`src/rtl/comm_pkg.sv`:
```
// ---------------------------------------------------------------------------
// comm_pkg
// Shared definitions for the framed word parser: default sync pattern,
// default payload depth, the parser state encoding and a small helper that
// sizes address counters for a given payload depth.
// ---------------------------------------------------------------------------
package comm_pkg;

   localparam logic [15:0] COMM_SYNC    = 16'hC0DE;
   localparam int          COMM_MAX_LEN = 8;

   typedef enum logic [1:0] {
      HUNT    = 2'd0,
      PAYLOAD = 2'd1,
      CHECK   = 2'd2,
      DRAIN   = 2'd3
   } comm_state_t;

   // Width of an index able to address every payload slot (at least 1 bit)
   function automatic int idx_width(input int depth);
      return (depth > 1) ? $clog2(depth) : 1;
   endfunction

endpackage

```
`src/rtl/comm_frame_buf.sv`:
```
// ---------------------------------------------------------------------------
// comm_frame_buf
// Payload store for one frame: DEPTH x 32-bit registers with a single
// synchronous write port and a single asynchronous read port. Contents are
// deliberately not reset; a frame is always written before it is read.
//
// Ports:
//   clk      - system clock
//   wr_en    - write strobe
//   wr_addr  - write slot
//   wr_data  - word to store
//   rd_addr  - read slot
//   rd_data  - word held in rd_addr (combinational)
// ---------------------------------------------------------------------------
module comm_frame_buf #(
   parameter int DEPTH = 8,
   parameter int AW    = 3
) (
   input  logic          clk,
   input  logic          wr_en,
   input  logic [AW-1:0] wr_addr,
   input  logic [31:0]   wr_data,
   input  logic [AW-1:0] rd_addr,
   output logic [31:0]   rd_data
);

   logic [31:0] mem [DEPTH];

   // Plain register file write; no reset so stale payload simply gets overwritten
   always_ff @(posedge clk) begin
      if (wr_en) begin
         mem[wr_addr] <= wr_data;
      end
   end

   assign rd_data = mem[rd_addr];

endmodule

```
`src/rtl/comm_frame_parser.sv`:
```
// ---------------------------------------------------------------------------
// comm_frame_parser
// Parses frames out of a stream of 32-bit words: header (sync, seq, len),
// len payload words, then an XOR checksum word covering header and payload.
// Good frames are drained downstream with a valid/ready handshake; bad
// headers, bad checksums and words arriving while draining are counted.
//
// Ports:
//   CLK          - system clock, rising edge
//   RST          - asynchronous active-low reset
//   word_valid_i - word-ready level from the serial collector (edge detected)
//   word_i       - collected word
//   out_ready_i  - downstream accepts out_data_o
//   out_valid_o  - out_data_o holds a payload word
//   out_data_o   - payload word
//   out_last_o   - final payload word of the frame
//   out_seq_o    - sequence number of the frame being drained
//   frame_ok_o   - one-cycle pulse on checksum pass
//   frame_err_o  - one-cycle pulse on any frame error
//   err_count_o  - saturating error counter
// ---------------------------------------------------------------------------
module comm_frame_parser
   import comm_pkg::*;
#(
   parameter logic [15:0] SYNC    = COMM_SYNC,
   parameter int          MAX_LEN = COMM_MAX_LEN
) (
   input  logic        CLK,
   input  logic        RST,
   input  logic        word_valid_i,
   input  logic [31:0] word_i,
   input  logic        out_ready_i,
   output logic        out_valid_o,
   output logic [31:0] out_data_o,
   output logic        out_last_o,
   output logic [7:0]  out_seq_o,
   output logic        frame_ok_o,
   output logic        frame_err_o,
   output logic [7:0]  err_count_o
);

   localparam int         IDX_W    = idx_width(MAX_LEN);
   localparam logic [7:0] MAX_LEN8 = 8'(MAX_LEN);

   comm_state_t      state, state_next;
   logic             prev_valid;
   logic [IDX_W-1:0] idx, idx_next;
   logic [IDX_W-1:0] rd, rd_next;
   logic [7:0]       len, len_next;
   logic [7:0]       seq, seq_next;
   logic [31:0]      csum, csum_next;
   logic [7:0]       err_count, err_count_next;
   logic             frame_ok, ok_next;
   logic             frame_err, err_next;
   logic             drain_live, drain_live_next;
   logic             buf_wr;
   logic             err_bump;
   logic             accept;
   logic             xfer;
   logic             rd_is_last;
   logic [31:0]      rd_data;

   // One accept per rising edge of the upstream level, however long it is held
   assign accept     = word_valid_i & ~prev_valid;
   assign rd_is_last = (8'(rd) == (len - 8'd1));
   assign xfer       = out_valid_o & out_ready_i;

   comm_frame_buf #(
      .DEPTH (MAX_LEN),
      .AW    (IDX_W)
   ) payload_store (
      .clk     (CLK),
      .wr_en   (buf_wr),
      .wr_addr (idx),
      .wr_data (word_i),
      .rd_addr (rd),
      .rd_data (rd_data)
   );

   // State and datapath registers; the buffer itself is left untouched by reset
   always_ff @(posedge CLK or negedge RST) begin
      if (!RST) begin
         state      <= HUNT;
         prev_valid <= 1'b0;
         idx        <= '0;
         rd         <= '0;
         len        <= '0;
         seq        <= '0;
         csum       <= '0;
         err_count  <= '0;
         frame_ok   <= 1'b0;
         frame_err  <= 1'b0;
         drain_live <= 1'b0;
      end else begin
         state      <= state_next;
         prev_valid <= word_valid_i;
         idx        <= idx_next;
         rd         <= rd_next;
         len        <= len_next;
         seq        <= seq_next;
         csum       <= csum_next;
         err_count  <= err_count_next;
         frame_ok   <= ok_next;
         frame_err  <= err_next;
         drain_live <= drain_live_next;
      end
   end

   // Next-state logic. drain_live holds out_valid low for the first DRAIN
   // cycle so the ok pulse precedes the first output word by one cycle.
   always_comb begin
      state_next      = state;
      idx_next        = idx;
      rd_next         = rd;
      len_next        = len;
      seq_next        = seq;
      csum_next       = csum;
      ok_next         = 1'b0;
      err_bump        = 1'b0;
      buf_wr          = 1'b0;
      drain_live_next = drain_live;

      case (state)
         HUNT: begin
            if (accept && (word_i[31:16] == SYNC)) begin
               if ((word_i[7:0] != 8'd0) && (word_i[7:0] <= MAX_LEN8)) begin
                  seq_next   = word_i[15:8];
                  len_next   = word_i[7:0];
                  csum_next  = word_i;
                  idx_next   = '0;
                  state_next = PAYLOAD;
               end else begin
                  err_bump = 1'b1;
               end
            end
         end

         PAYLOAD: begin
            if (accept) begin
               buf_wr    = 1'b1;
               csum_next = csum ^ word_i;
               idx_next  = idx + IDX_W'(1);
               if (8'(idx) == (len - 8'd1)) begin
                  state_next = CHECK;
               end
            end
         end

         CHECK: begin
            if (accept) begin
               if (word_i == csum) begin
                  ok_next         = 1'b1;
                  rd_next         = '0;
                  drain_live_next = 1'b0;
                  state_next      = DRAIN;
               end else begin
                  err_bump   = 1'b1;
                  state_next = HUNT;
               end
            end
         end

         DRAIN: begin
            drain_live_next = 1'b1;
            if (xfer) begin
               if (rd_is_last) begin
                  drain_live_next = 1'b0;
                  state_next      = HUNT;
               end else begin
                  rd_next = rd + IDX_W'(1);
               end
            end
            // Any word arriving now cannot be stored and is reported as an overrun
            if (accept) begin
               err_bump = 1'b1;
            end
         end

         default: begin
            state_next = HUNT;
         end
      endcase
   end

   // Error pulse and saturating counter share one bump strobe
   always_comb begin
      err_next       = err_bump;
      err_count_next = err_count;
      if (err_bump && (err_count != 8'hFF)) begin
         err_count_next = err_count + 8'd1;
      end
   end

   assign out_valid_o = (state == DRAIN) && drain_live;
   assign out_last_o  = out_valid_o && rd_is_last;
   assign out_data_o  = rd_data;
   assign out_seq_o   = seq;
   assign frame_ok_o  = frame_ok;
   assign frame_err_o = frame_err;
   assign err_count_o = err_count;

endmodule

```
`config.mk`:
```
export PLATFORM = sky130hd
export DESIGN_NAME = comm_frame_parser
export DESIGN_NICKNAME = d
export VERILOG_FILES = /design/src/rtl/comm_pkg.sv /design/src/rtl/comm_frame_buf.sv /design/src/rtl/comm_frame_parser.sv
export SDC_FILE = /design/constraint.sdc
export NUM_CORES = 1
export LEC_CHECK = 0
export BUFFER_PORTS_ARGS = -buffer_cell sky130_fd_sc_hd__buf_2
export CORE_ASPECT_RATIO = 0.5
export CORE_UTILIZATION = 59
export CTS_BUF_LIST = sky130_fd_sc_hd__clkbuf_16
export CTS_CLUSTER_DIAMETER = 150
export CTS_CLUSTER_SIZE = 28
export DETAILED_ROUTE_END_ITERATION = 6
export PLACE_DENSITY = 0.83
export SYNTH_ARGS = -nofsm -noshare
export SYNTH_HDL_FRONTEND = slang
export SYNTH_SLANG_ARGS = --single-unit
```
`constraint.sdc`:
```
create_clock -name CLK -period 5.33 [get_ports CLK]
set_clock_uncertainty 0.05 [all_clocks]
set_input_delay 1.066 -clock CLK [delete_from_list [all_inputs] [get_ports CLK]]
set_output_delay 1.066 -clock CLK [all_outputs]
set_load 0.03 [all_outputs]
```
Word-level counts from Yosys, hierarchy flattened
Memories as Yosys holds them, arrays and structs flattened.
Index checks and enable logic that the tools add are counted.
{ "word_totals": {"regBits": 68, "latchBits": 0, "ramBits": 256, "romBits": 0, "inputBits": 36, "out_inout_bits": 52, "word_cells": 91, "n_memories": 1} }
{ "op_classes": {"n_addsub": 4, "multipliers": 0, "n_div": 0, "n_lt_le_gt_ge": 1, "eq_ne": 17, "shift": 0, "n_mux": 39, "n_bitwise": 4, "n_reduce_logical": 14} }
{ "mem_list": {"columns": ["name", "depth", "word_bits", "read_ports", "rd_clocked_by_memory_dff", "wr", "line", "source"], "rows": [
  ["payload_store.mem", 8, 32, 1, 0, 1, "comm_frame_buf.sv:27", "logic [31:0] mem [DEPTH];"]
]} }
{ "op_table": {"columns": ["cell", "n"], "rows": [
  ["$mux W32", 3],
  ["$pmux W32 S2", 1],
  ["$eq A32 B32 Y1", 1],
  ["$xor A32 B32 Y32", 1],
  ["$mux W3", 7],
  ["$ne A2 B2 Y1 const B", 9],
  ["$eq A16 B16 Y1 const B", 1],
  ["$eq A3 B8 Y1", 2],
  ["$mux W2", 8],
  ["$mux W1", 15],
  ["$pmux W3 S2", 2],
  ["$add A8 B1 Y8 const B", 1],
  ["$le A8 B4 Y1 const B", 1],
  ["$ne A8 B8 Y1 const B", 1],
  ["$pmux W2 S4", 1],
  ["$reduce_bool A8 Y1", 1],
  ["$sub A8 B1 Y8 const B", 1],
  ["$reduce_and A7 Y1", 1],
  ["$add A3 B1 Y3 const B", 2],
  ["$reduce_and A3 Y1", 2],
  ["$logic_and A1 B1 Y1", 5],
  ["$reduce_and A5 Y1", 1],
  ["$eq A2 B2 Y1 const B", 2],
  ["$reduce_and A4 Y1", 1],
  ["7 further kinds", 9]
]} }

Longest topological paths before layout
Gate-level depths: netlist of run 1.
{ "logic_depth": {"ltp_word": 6, "mapped_depth": 8} }

By module
Synthesis of run 1 repeated with hierarchy kept, for this count alone.
{ "unflattened": {"hier_cells": 776, "hier_area_um2": 13615.6} }
{ "modules_own_cells": {"columns": ["module", "n_inst", "cells_each", "area_each_um2", "seq_area_each_um2"], "rows": [
  ["comm_frame_buf", 1, 383, 9825.7, 7687.4],
  ["comm_frame_parser", 1, 393, 3789.9, 1701.6]
]} }

Worst setup path before layout of run 1
No wires, ideal clock.
{ "synth_path": {"path_kind": "in2reg", "from": "in word_valid_i", "to": "mem payload_store.mem[0][0] (enable)", "setup_time_ns": 0.501, "arrival_time_ns": 4.624, "t_required_ns": 4.779, "setup_slack_ns": 0.154, "cell_stages": 4, "path_buffers": 0, "path_cell_list": "nand2b_1 nor2_1 nand2_1 nor4_1"} }
{ "synth_between": {"elab_chain_cells": 5} }
{ "synth_lines": {"columns": ["item", "line", "source"], "rows": [
  ["start, declared", "comm_frame_parser.sv:30", "input logic word_valid_i,"],
  ["$and A1 B1 Y1", "comm_frame_parser.sv:64", "assign accept = word_valid_i & ~prev_valid;"],
  ["$mux W1", "comm_frame_parser.sv:139", "if (accept) begin"],
  ["$mux W1", "comm_frame_parser.sv:123", "case (state)"],
  ["$mux W1", "comm_frame_buf.sv:31", "if (wr_en) begin"],
  ["$mux W1 (not written as such)", "comm_frame_buf.sv:32", "mem[wr_addr] <= wr_data;"],
  ["end, declared", "comm_frame_buf.sv:27", null]
]} }
Every way passes these cells.

Worst setup path after layout of run 1
{ "layout_path": {"from": "reg rd[0]", "to": "out out_data_o[10]"} }
{ "layout_between": {"elab_chain_cells": 1} }
{ "layout_lines": {"columns": ["item", "line", "source"], "rows": [
  ["start, declared", "comm_frame_parser.sv:48", "logic [IDX_W-1:0] rd, rd_next;"],
  ["start signal, assigned", "comm_frame_parser.sv:98", "rd <= rd_next;"],
  ["$mem_v2 Z8 W32", null, null],
  ["end, declared", "comm_frame_parser.sv:34", "output logic [31:0] out_data_o,"]
]} }
Every way passes these cells.

==> results by stage, run 1 <==
Yosys:
- Yosys instantiated no cell more often than edfxtp_1.
- In the synthesized netlist, the number of instances is 762.
- The fraction of synthesized cell area taken by the top area cell type is 57.7%.
- The cell accounting for the most synthesized area is edfxtp_1.
- After synthesis, flip-flops and latches occupy 70.5% of the total area.
- The number of enable-type register cells in the synthesized netlist is 256.
- After synthesis, the cell types taking the most area are edfxtp_1 (58%), dfrtp_1 (13%), mux4_2 (11%).
- The post-synth design cell area is 0.0133 mm².
- The average instance area after synthesis is 17.5 µm².
- After synthesis the netlist holds a flip-flop and latch count of 324.
- For this run, the leading register cell type out of synthesis is edfxtp_1.
- Counting instances in the post-synthesis netlist gives the leading cell types as edfxtp_1 (256), dfrtp_1 (68), a21oi_1 (64), mux4_2 (64), mux2_2 (45).
- The number of unique standard cell types used by synthesis is 48.
- For this run, the number of Yosys warnings is 0.
- The synthesized netlist net count is 802.
- In the synthesized netlist the async set-or-reset flop fraction comes to 21.0%.

Floorplan:
- The vertical die dimension is 108 µm.
- The floorplan die width is 215 µm.
- The die covers 0.0232 mm².
- The area of the placeable core is 0.0219 mm².
- For this configuration, the core starts out at a cell density of 60.8%.
- Row generation in the floorplan step produced 38 rows.
- 88 I/O pins were placed.

Worst setup path:
- STA classifies the critical path startpoint as a flip-flop.
- In this run the worst path has a maximum fanout of 43.
- The setup path with the least slack is of type reg2out.
- Setup slack on the worst reg-to-reg path comes out at 2.05 ns.
- The worst setup path is captured at an output pin.
- For the worst flop-to-flop path, the logic depth is 3.
- The worst-path cell with the longest stage delay is dfrtp_4.
- STA puts the critical path data arrival time at 2.92 ns.
- The delay of the slowest critical-path stage is 1.06 ns.
- For the worst setup path, the data required time is 4.21 ns.
- The endpoint identified for the worst register-to-register timing path is payload_store.mem[7][29].
- The critical path goes through buf_12 -> mux4_2 -> mux2_2 -> buf_2.
- The worst reg2reg path startpoint is state[0].

Global routing:
- The via count of the first global-routing pass came to 7,275.
- Global routing finished with a remaining overflow of 0.
- The number of antenna violations at the first check in global routing is 1.
- Global routing consumed, over all layers together, 24.1% of the routing resources.
- Entering global routing, the biggest net connects 69 pins.
- The first global-routing pass estimated 41,800 µm of wire.

Layout:
- The finished cells cover 0.0146 mm².
- The net count reported at finish is 884.
- The share of layout cells above drive strength 1 is 29.2%.
- The area growth from synthesis to layout is 9.57%.

Min path:
- The path class of the tightest hold or removal check is reg2reg.
- For hold timing, the worst endpoint is len[6].
- The worst hold path begins at len[6].
- Counting instances, the worst hold path has a depth of 1.

Detailed routing:
- The average via count per standard cell is 6.36.
- The first detailed-routing pass took 5 iterations.
- The remaining routing DRC violations is 0.
- The average wire length per cell after detail routing is 23.7 µm.
- The residual antenna-violating net count after detailed routing is 0.
- Wires add up to 27,400 µm.
- The count of routing violations after the opening detailed-route iteration is 741.
- The final route contains 7,343 vias.

Place:
- Once placement finished, the instance area stood at 0.0142 mm².
- The quantity of I/O buffers inserted on ports is 87.
- At the end of routability-driven placement, the weighted congestion stood at 0.836.
- The total half-perimeter wirelength after legalization and detailed placement is 16,900 µm.

Clock network:
- Buffers added to address setup during post-CTS repair amount to 0.
- The number of H-tree branching levels is 1.
- The CTS sink count is 324.
- In this run, post-CTS repair resized a total of 0 instances.
- The number of clock buffers added by TritonCTS is 15.
- Clock-pin slew was measured on the worst setup and hold paths at 0.11 ns.
- The clock tree buffer depth is 3.
- The cell at the root of the clock tree is clkbuf_16.
- For this design, the CTS-stage hold fixing added 0 buffers.
- The CTS tree is built.
- At the later pin of the worst-skew pair, clock insertion delay measures 0.52 ns.

STA:
- The final setup violation count is 0.
- The worst hold margin is 0.447 ns.
- Setup total negative slack on the finished layout was measured at 0 ns.
- Setup repair after global routing left no endpoint under its margin.
- The number of max-slew violations in the final report is 0.
- The shortest period the worst path allows is 4.04 ns.
- The number of endpoints with negative hold slack in the final report is 0.
- In this run the tightest slew margin relative to its limit is 28.0%.
- The pin slew with the least headroom to its limit is 1.08 ns.
- For this run, the top clock speed supported by timing is 248 MHz.
- The worst path uses 75.7% of the clock period.

Power and ir drop:
- The total power density per cell area is 460 mW/mm².
- The worst IR drop on VDD is 218 µV.
- Summed over all cells, the static leakage comes to 0.00502 µW.

Outcome:
- The flow ran to the end, and the final reports show no timing, DRC or antenna violations.

Run:
- Max-cap violations in this run came to 0.
placed cells by master (no fill, tap or decap), types with 3 or more instances in the layout:
| master | n |
|---|---|
| xnor2_1 | 44 |
| dfrtp_1 | 65 |
| mux2_2 | 45 |
| nand3_1 | 35 |
| buf_4 | 15 |
| nand2b_1 | 3 |
| nor3_2 | 5 |
| xor2_1 | 4 |
| and3_1 | 6 |
| o21ai_0 | 33 |
| o211ai_1 | 6 |
| and2_1 | 5 |
| buf_2 | 86 |
| mux4_2 | 64 |
| a21oi_1 | 64 |
| inv_1 | 17 |
| nor2_1 | 10 |
| nor2_4 | 3 |
| a31oi_1 | 3 |
| nand2_1 | 14 |
| nor3_1 | 4 |
| nor4_1 | 4 |
| edfxtp_1 | 256 |
| clkbuf_16 | 15 |
| nand4_1 | 9 |
| ha_1 | 4 |
worst max path at each step:
stage	to	start	depth (start not counted)	slack, ns
finish	out_data_o[10]	rd[0]	4	1.29
global route	out_data_o[17]	rd[0]	4	1.13
CTS	out_data_o[10]	rd[0]	4	1.23
detailed placement	csum[18]	word_i[7]	8	1.37
global placement	csum[13]	word_i[7]	8	1.56
floorplan	payload_store.mem[0][0]	word_valid_i	4	0.15
where the power goes:
part | total, µW | internal (µW) | switching (µW) | leakage (µW)
clock network | 1270 | 529 | 742 | 0.000244
logic | 2030 | 952 | 1070 | 0.00163
registers | 3410 | 2990 | 418 | 0.00315
state kept, by name, summed over array words and instances, names as in the netlist, 2 cells and up:
signal             count
rd                     3
csum                  32
state                  2
payload_store.mem    256
len                    8
err_count_o            8
idx                    3
out_seq_o              8
routing by layer:
metal	share of wire [%]	global-route usage (%)	vias up	routed length, µm
li1	-	-	3170	-
met3	7.4	4.16	53	2040
met5	0.029	0	-	8
met4	2.0	5.31	2	549
met2	49	40.4	305	13300
met1	42	33.8	3813	11500
cells by family after synthesis:
kind of cell	after synthesis	share of synthesized area, %
xor+xnor	48	3.16
fa+ha+maj	4	0.376
mux	112	14.9
simple gates	111	4.64
buf+inv	46	1.54
flops	324	70.5
compound gates	117	4.93
worst max-delay path, delay by kind of cell, from the launching register on:
family   cells  cell delay (ns)
buf+inv      2             0.50
flops        1             1.06
mux          2             0.83
stage by stage:
stage          setup slack, ns  total power, µW  util, %  std cells
6_report                  1.29             6710     66.6       1154
5_1_grt                   1.13             7010     66.6       1153
4_1_cts                   1.23             6750     66.6       1153
3_5_place_dp              1.37             5490     64.6       1127
3_3_place_gp              1.56             5410     64.6       1127
2_1_floorplan            0.154             4880        -        762
layout make-up:
class                           count  area [µm²]
Clock inverter                     11        58.8
Clock buffer                       15         375
Antenna cell                        1        2.50
Tap cell                          300         375
Timing Repair Buffer              103         583
Multi-Input combinational cell    392        3780
Sequential cell                   324        9400
Inverter                            8        30.0
Fill cell                        1408        7320
Power figures use the tool's default switching activity.
==> inputs of run 2 (changes only) <==
Settings changed: ABC_AREA set to 1, CORE_UTILIZATION 59 to 55, PLACE_DENSITY 0.83 to 0.81.
Clock period 5.33 ns to 3.5 ns, I/O delays scaled along.
==> run 2 against run 1 <==
Effect of this change: highest routed layer is now met4; core utilization decreased by 4.7 points; clock-buffer cell count did not move; sequential power increased by 24%; hold slack got worse by 0.18 ns; critical endpoint is now out_data_o[17].
==> results by stage, run 2 <==
Outcome:
- The flow ran to the end, and the final reports show no timing, DRC or antenna violations.

Detailed routing:
- The number of detailed-routing iterations run before antenna repair is 6.
- The final route contains 9,730 vias.
- For this run, design rule violations remaining after detail routing come to 0.
- The count of routing violations after the opening detailed-route iteration is 1,184.
- Once detail routing completed, the nets flagged for antenna violations numbered 0.
- The average via count per standard cell is 5.81.
- After detailed routing, the average wire length per cell comes to 19.2 µm.
- The total routed wirelength is 32,300 µm.

Yosys:
- The average instance in the mapped netlist occupies 10.8 µm².
- In the synthesized netlist, mux cells make up 0% of the area.
- After synthesis, the cell types taking the most area are edfxtp_1 (56%), dfrtp_1 (12%), nor2_1 (7.2%).
- The synthesized netlist devotes 0.363% of its cell area to adder and majority cells.
- In the synthesized netlist the dominant register cell turns out to be edfxtp_1.
- The number of unique standard cell types used by synthesis is 36.
- The async set-or-reset flop fraction in the synthesized netlist is 21.0%.
- The number of enable-type register cells in the synthesized netlist is 256.
- The post-synth design cell area is 0.0138 mm².
- Yosys instantiated no cell more often than nor2_1.
- By area, the combinational part of the netlist is dominated by simple AND/OR/NAND/NOR gates.
- The number of nets in the synthesized netlist is 1,316.
- The post-synthesis sequential element count is 324.
- Yosys printed 0 warnings.
- Ranked by instance count, the synthesized netlist is headed by nor2_1 (264), edfxtp_1 (256), nand2_1 (233), o21ai_0 (161), dfrtp_1 (68).
- The complex-gate fraction of the synthesized area is 9.69%.
- After Yosys synthesis, and, or, nand and nor cells account for 16.1% of the synthesized area.
- The synthesized design devotes to its leading area cell type 55.7% of total area.
- Summing the areas of all xor and xnor instances in the mapped netlist gives 2.41% of the synthesized area.
- Of the synthesized area, sequential elements account for 68.1%.
- In the synthesized netlist, the number of instances is 1,276.
- The biggest area contributor in the post-synthesis netlist is edfxtp_1.

Worst setup path:
- The required time reported for the critical path endpoint is 2.75 ns.
- At the worst endpoint, the arrival time is 2.60 ns.
- The element type at the critical path start is a flip-flop.
- The classification of the worst setup path is reg2out.
- STA classifies the critical path endpoint as an output pin.
- In this run the worst path has a maximum fanout of 52.
- The worst reg2reg path startpoint is state[1].
- The number of cells on the worst reg-to-reg path is 7.
- The slack of the worst reg-to-reg path is 0.96 ns.
- The worst register-to-register path ends at idx[1].

Layout:
- The register with the most flip-flops in the layout has 256 of them.
- Leaving out fill and tap cells, the most frequent cells in the layout are nor2_1 (256), edfxtp_1 (256), nand2_1 (233), o21ai_0 (161), buf_2 (87).
- Counting the fill cells in the layout gives 1,838.
- The area used by sequential logic in the layout is 0.00939 mm².
- The register name with the most flops is payload_store.mem.
- Of the cells placed in the final design, the portion with a size suffix greater than 1 is 11.9%.
- The net count reported at finish is 1,377.
- The multi-input combinational cells in the finished layout cover a total of 0.00400 mm².
- The finished layout holds 1,676 standard cells, fillers aside.
- The largest registers in the layout are payload_store.mem x256, csum x32.
- Relative to the synthesized area, the layout overhead comes to 9.12%.
- Measured on the finished design, the core utilization comes to 61.9%.
- The antenna cell count is 0.

Floorplan:
- The total area inside the core boundary comes to 0.0243 mm².
- The I/O pin count is 88.
- Row generation in the floorplan step produced 40 rows.
- The vertical die dimension is 114 µm.
- For this configuration, the core starts out at a cell density of 56.7%.
- Measured along the x axis, the die boundary spans 226 µm.
- The die covers 0.0258 mm².

Place:
- The number of cells in the design after placement is 1,656.
- At the end of routability-driven placement, the weighted congestion stood at 0.856.
- The count of buffers added on input and output ports is 87.
- The setup slack at placement is 0.686 ns.
- Detailed placement ended at an HPWL of 19,500 µm.

Clock network:
- Clock tree synthesis found a total of 324 sinks.
- CTS built an H-tree with a depth of 1.
- At the later pin of the worst-skew pair, clock insertion delay measures 0.50 ns.
- The clock passes through at most 3 buffers.
- The clock buffer count from CTS is 15.
- TritonCTS built the clock tree.
- For this design, the CTS-stage hold fixing added 0 buffers.
- The cell at the root of the clock tree is clkbuf_16.
- After clock tree synthesis, the clock-pin slew on the worst setup and hold paths is 0.11 ns.

STA:
- Setup violations remaining at the end of the flow were counted as 0.
- The worst pin sits at a relative slew slack of 35.3%.
- The shortest period the worst path allows is 3.35 ns.
- The setup TNS after final layout is 0 ns.
- The peak clock frequency supported by timing is 299 MHz.
- The fraction of the cycle the final worst path needs is 95.7%.
- The setup slack after layout is 0.152 ns.
- Across all hold checks on the routed design, the worst slack comes to 0.265 ns.
- The number of max-slew violations in the final report is 0.
- The pin slew with the least headroom to its limit is 0.970 ns.
- The number of endpoints with negative hold slack in the final report was 0.
- Setup repair after global routing left no endpoint under its margin.

Power and ir drop:
- For this design the ratio of total power to cell area is 571 mW/mm².
- In this run the static leakage power is 0.00576 µW.
- Across the VDD grid, the largest voltage drop is 284 µV.

Min path:
- For hold timing, the worst endpoint is prev_valid.
- The worst hold path begins at word_valid_i.
- The worst hold path depth is 1.
- The type of the most critical hold path is in2reg.

Global routing:
- The number of antenna violations at the first check in global routing was 0.
- Global routing consumed, over all layers together, 25.1% of the routing resources.
- The first-pass GRT wire length is 49,800 µm.
- Entering global routing, the biggest net connects 129 pins.
- The via count of the first global-routing pass is 9,430.
- After global routing the overflow that remains totals 0.

Run:
- The number of maximum-capacitance violations is 0.
run 2: critical path, cell delays in order, from the launching register on:
cell	delay (ns)
dfrtp_4	0.48
buf_4	0.47
o21ai_0	0.23
o22ai_1	0.22
nor2_1	0.06
a31oi_1	0.33
buf_2	0.28
run 2: cell families (layout without fill, tap and decap cells):
kind of cell,Yosys count,after routing
XOR/XNOR,38,38
adder cells (fa/ha/maj),4,4
AND/OR/NAND/NOR,551,551
buffers and inverters,112,176
flip-flops,324,324
AO/OA/AOI/OAI,247,247
run 2: through the flow:
step           power [µW]  instance area, µm²
2_1_floorplan        5940               13800
3_3_place_gp         6630               14600
3_5_place_dp         6710               14600
4_1_cts              8600               15000
5_1_grt              8930               15100
6_report             8590               15100
run 2: timing repair:
item	in CTS	in global routing
buffers inserted	0	0
resized for setup	0	1
endpoints found under the setup margin	0	1
run 2: worst max-delay path by stage:
stage | slack (ns) | endpoint | startpoint
4_1_cts | 0.10 | out_data_o[1] | rd[0]
3_3_place_gp | 0.73 | out_data_o[5] | rd[0]
2_1_floorplan | 0.59 | payload_store.mem[0][0] | word_valid_i
6_report | 0.15 | out_data_o[17] | rd[0]
3_5_place_dp | 0.69 | out_data_o[5] | rd[0]
5_1_grt | 0.04 | out_data_o[17] | rd[0]
run 2: layout make-up:
type	count	share of cell area, %
multi-input cells	840	26.6
repair buffers	107	4.25
flip-flops and latches	324	62.4
inverters	49	1.25
well taps	336	2.79
clock inverters	5	0.241
clock buffers	15	2.49
run 2: layer usage:
| metal | track usage (%) | part of all wire, % |
|---|---|---|
| met1 | 35.8 | 41 |
| met2 | 40.5 | 47 |
| met4 | 6.89 | 1.9 |
| met3 | 4.20 | 10 |
| met5 | 0 | 0 |
run 2: power by group:
| group | leakage (µW) | switching (µW) | internal (µW) | total (µW) |
|---|---|---|---|---|
| Clock | 0.000212 | 1150 | 798 | 1940 |
| Sequential | 0.00315 | 51.1 | 4190 | 4240 |
| Combinational | 0.00239 | 1730 | 682 | 2410 |
| Total | 0.00576 | 2920 | 5670 | 8590 |
==> inputs of run 3 (changes only) <==
Settings changed: CORE_ASPECT_RATIO 0.5 to not set.
==> run 3 against run 2 <==
Effect of this change: non-clock buffer count is 2 higher; cell area hardly changed; final cell count is 0.30% lower; routed wire length shrank 4.6%; critical path depth unchanged; via count down 0.88%; clock power about the same; critical path type unchanged; sequential share of layout area hardly changed; sequential power is essentially flat; power fell by 0.69%; largest power group unchanged.
==> results by stage, run 3 (synthesis gave the netlist of run 2 again) <==
Detailed routing:
- The count of routing violations after the opening detailed-route iteration is 1,082.
- The average via count per standard cell is 5.77.
- The number of detailed-routing iterations run before antenna repair is 5.
- For this run, design rule violations remaining after detail routing come to 0.
- The residual antenna-violating net count after detailed routing is 0.
- The average wire length per cell after detail routing is 18.4 µm.
- The total routed wirelength is 30,800 µm.
- The overall via count from detail_route is 9,644.

Global routing:
- The number of antenna violations at the first check in global routing was 0.
- The met1 routing resource usage after global routing is 35.0%.
- The first-pass GRT wire length is 48,600 µm.
- The layer carrying the most global-route usage is met2.
- Summed over all layers, the global routing overflow is 0.
- The met2 track demand over resource is 38.7%.
- Global routing used 2.66% of the available met3 tracks.
- The via count of the first global-routing pass is 9,297.
- Entering global routing, the biggest net connects 91 pins.
- The global-route usage over all layers is 24.1%.

Clock network:
- The clock latency on the worst-skew pair is 0.50 ns.
- Once the clock tree was built, the resizer swapped 0 gates to a different size.
- In this run the number of H-tree levels came out at 1.
- TritonCTS built the clock tree.
- The CTS sink count is 324.
- Clock tree synthesis inserted a total of 15 buffers.
- The longest clock path from root to sink contains 3 buffers.
- Clock-pin slew was measured on the worst setup and hold paths at 0.10 ns.
- The cell at the root of the clock tree is clkbuf_16.

STA:
- The final setup violation count is 0.
- Of the available clock period, the critical path in the final layout requires 95.5%.
- The number of endpoints with negative hold slack in the final report is 0.
- The number of max-slew violations in the final report is 0.
- Subtracting the final worst setup slack from the clock period gives 3.34 ns.
- After routing, the total negative slack on setup checks comes to 0 ns.
- The worst relative slew slack is 39.4%.
- Timing would allow up to 299 MHz.
- Final hold analysis gives a worst-case slack of 0.253 ns.
- At the pin with the least slew margin, the transition time is 0.908 ns.
- Setup repair after global routing left no endpoint under its margin.

Floorplan:
- The starting density of the core is 56.4%.
- From bottom edge to top edge, the die measures 160 µm.
- The I/O pin count is 88.
- The number of standard-cell rows in the floorplan is 57.
- The area of the placeable core is 0.0245 mm².
- The floorplan step set the die width to 160 µm.
- The die footprint is 0.0257 mm².

Worst setup path:
- Of all nets on the critical path, the largest fanout is 68.
- The worst setup path is of the reg2out kind.
- Grouping stages by cell kind, the critical path spends the most delay in buffers and inverters.
- The buffers plus inverters on the worst setup path is 2.
- Traced cell by cell, the critical path runs through buf_4 -> o21ai_0 -> o22ai_1 -> nor2_1 -> a31oi_1 -> buf_2.
- For this design, the slowest cell found on the critical path is buf_4.
- The element type at the critical path start is a flip-flop.
- The delay of the slowest critical-path stage is 0.58 ns.
- STA puts the critical path data arrival time at 2.59 ns.
- Data on the critical path is required at its endpoint by 2.75 ns.
- The endpoint class of the critical path is an output pin.

Layout:
- The fill cell instance count of the final layout is 1,862.
- In the final design database the tool counted 1,379 nets.
- The top cell types in the final layout, fill and taps aside, are nor2_1 (256), edfxtp_1 (256), nand2_1 (233), o21ai_0 (161), buf_2 (86).
- The flip-flop count of the largest register after layout is 256.
- After routing the design area is 0.0150 mm².
- The register name with the most flops is payload_store.mem.
- The share of layout cells above drive strength 1 is 12.0%.
- In the final layout, the registers with the most flip-flops are payload_store.mem x256, csum x32.
- The core utilization of the finished layout is 61.5%.
- The repair_antennas step left the layout with diodes totalling 0.
- The area added between synthesis and finish is 9.05%.

Outcome:
- The run finished with clean final reports.

Place:
- The final weighted congestion of routability-driven global placement is 0.815.
- The total half-perimeter wirelength after legalization and detailed placement is 18,300 µm.
- After detailed placement, the total cell area comes to 0.0146 mm².
- Buffers placed on the I/O ports in this run total 87.

Power and ir drop:
- For this design the static power due to leakage is 0.00579 µW.
- VDD sags by at most 318 µV.
- Power spread over the standard cell area amounts to 567 mW/mm².

Run:
- The number of maximum-capacitance violations is 0.

Min path:
- In this run the worst hold path is classified as in2async.
[run 3: changes by cell type in the layout (fill, tap and decap cells not counted), sizes merged]
cell and delta:
inv +6, buf +2, clkinv -1
[run 3: power breakdown]
group          internal [µW]  total (µW)  switching (µW)  leakage, µW
sequential              4190        4230            47.3      0.00315
clock                    800        1920            1120     0.000240
combinational            678        2380            1700      0.00240
[run 3: routing by layer]
layer / up-vias / routed length (µm)
li1: 4503 / -
met1: 4662 / 12900
met2: 426 / 14600
met3: 53 / 2560
met4: 0 / 663
met5: - / 0
[run 3: metrics by stage]
step / std cells / power, µW / setup slack (ns)
2_1_floorplan: 1276 / 5940 / 0.594
3_3_place_gp: 1645 / 6630 / 0.690
3_5_place_dp: 1645 / 6680 / 0.691
4_1_cts: 1670 / 8550 / 0.107
5_1_grt: 1671 / 8890 / 0.0239
6_report: 1671 / 8530 / 0.157
[run 3: path summary, 6_finish.rpt]
| path | from | endpoint | slack, ns | cells after the start |
|---|---|---|---|---|
| setup / recovery | rd[1] | out_data_o[1] | 0.16 | 6 |
| hold / removal | RST | out_seq_o[4] | 0.25 | 1 |
| min in group CLK | word_valid_i | prev_valid | 0.29 | 1 |
| hold reg to reg | out_seq_o[1] | out_seq_o[1] | 0.43 | 2 |
| max in group asynchronous | RST | rd[0] | 2.46 | 1 |
| setup reg to reg | state[1] | payload_store.mem[7][18] | 1.26 | 4 |
[run 3: layout make-up]
class / instances / area [µm²] / share of cell area [%]
sequential: 324 / 9390 / 62.4
multi-input combinational: 840 / 4000 / 26.6
timing repair buffer: 109 / 632 / 4.20
tap: 324 / 405 / 2.69
clock buffer: 15 / 375 / 2.50
inverter: 49 / 188 / 1.25
clock inverter: 10 / 50.0 / 0.333
[run 3: what timing repair did]
action                     CTS  global route
setup endpoints to repair    0             2
hold buffers                 0             0
setup buffers                0             1
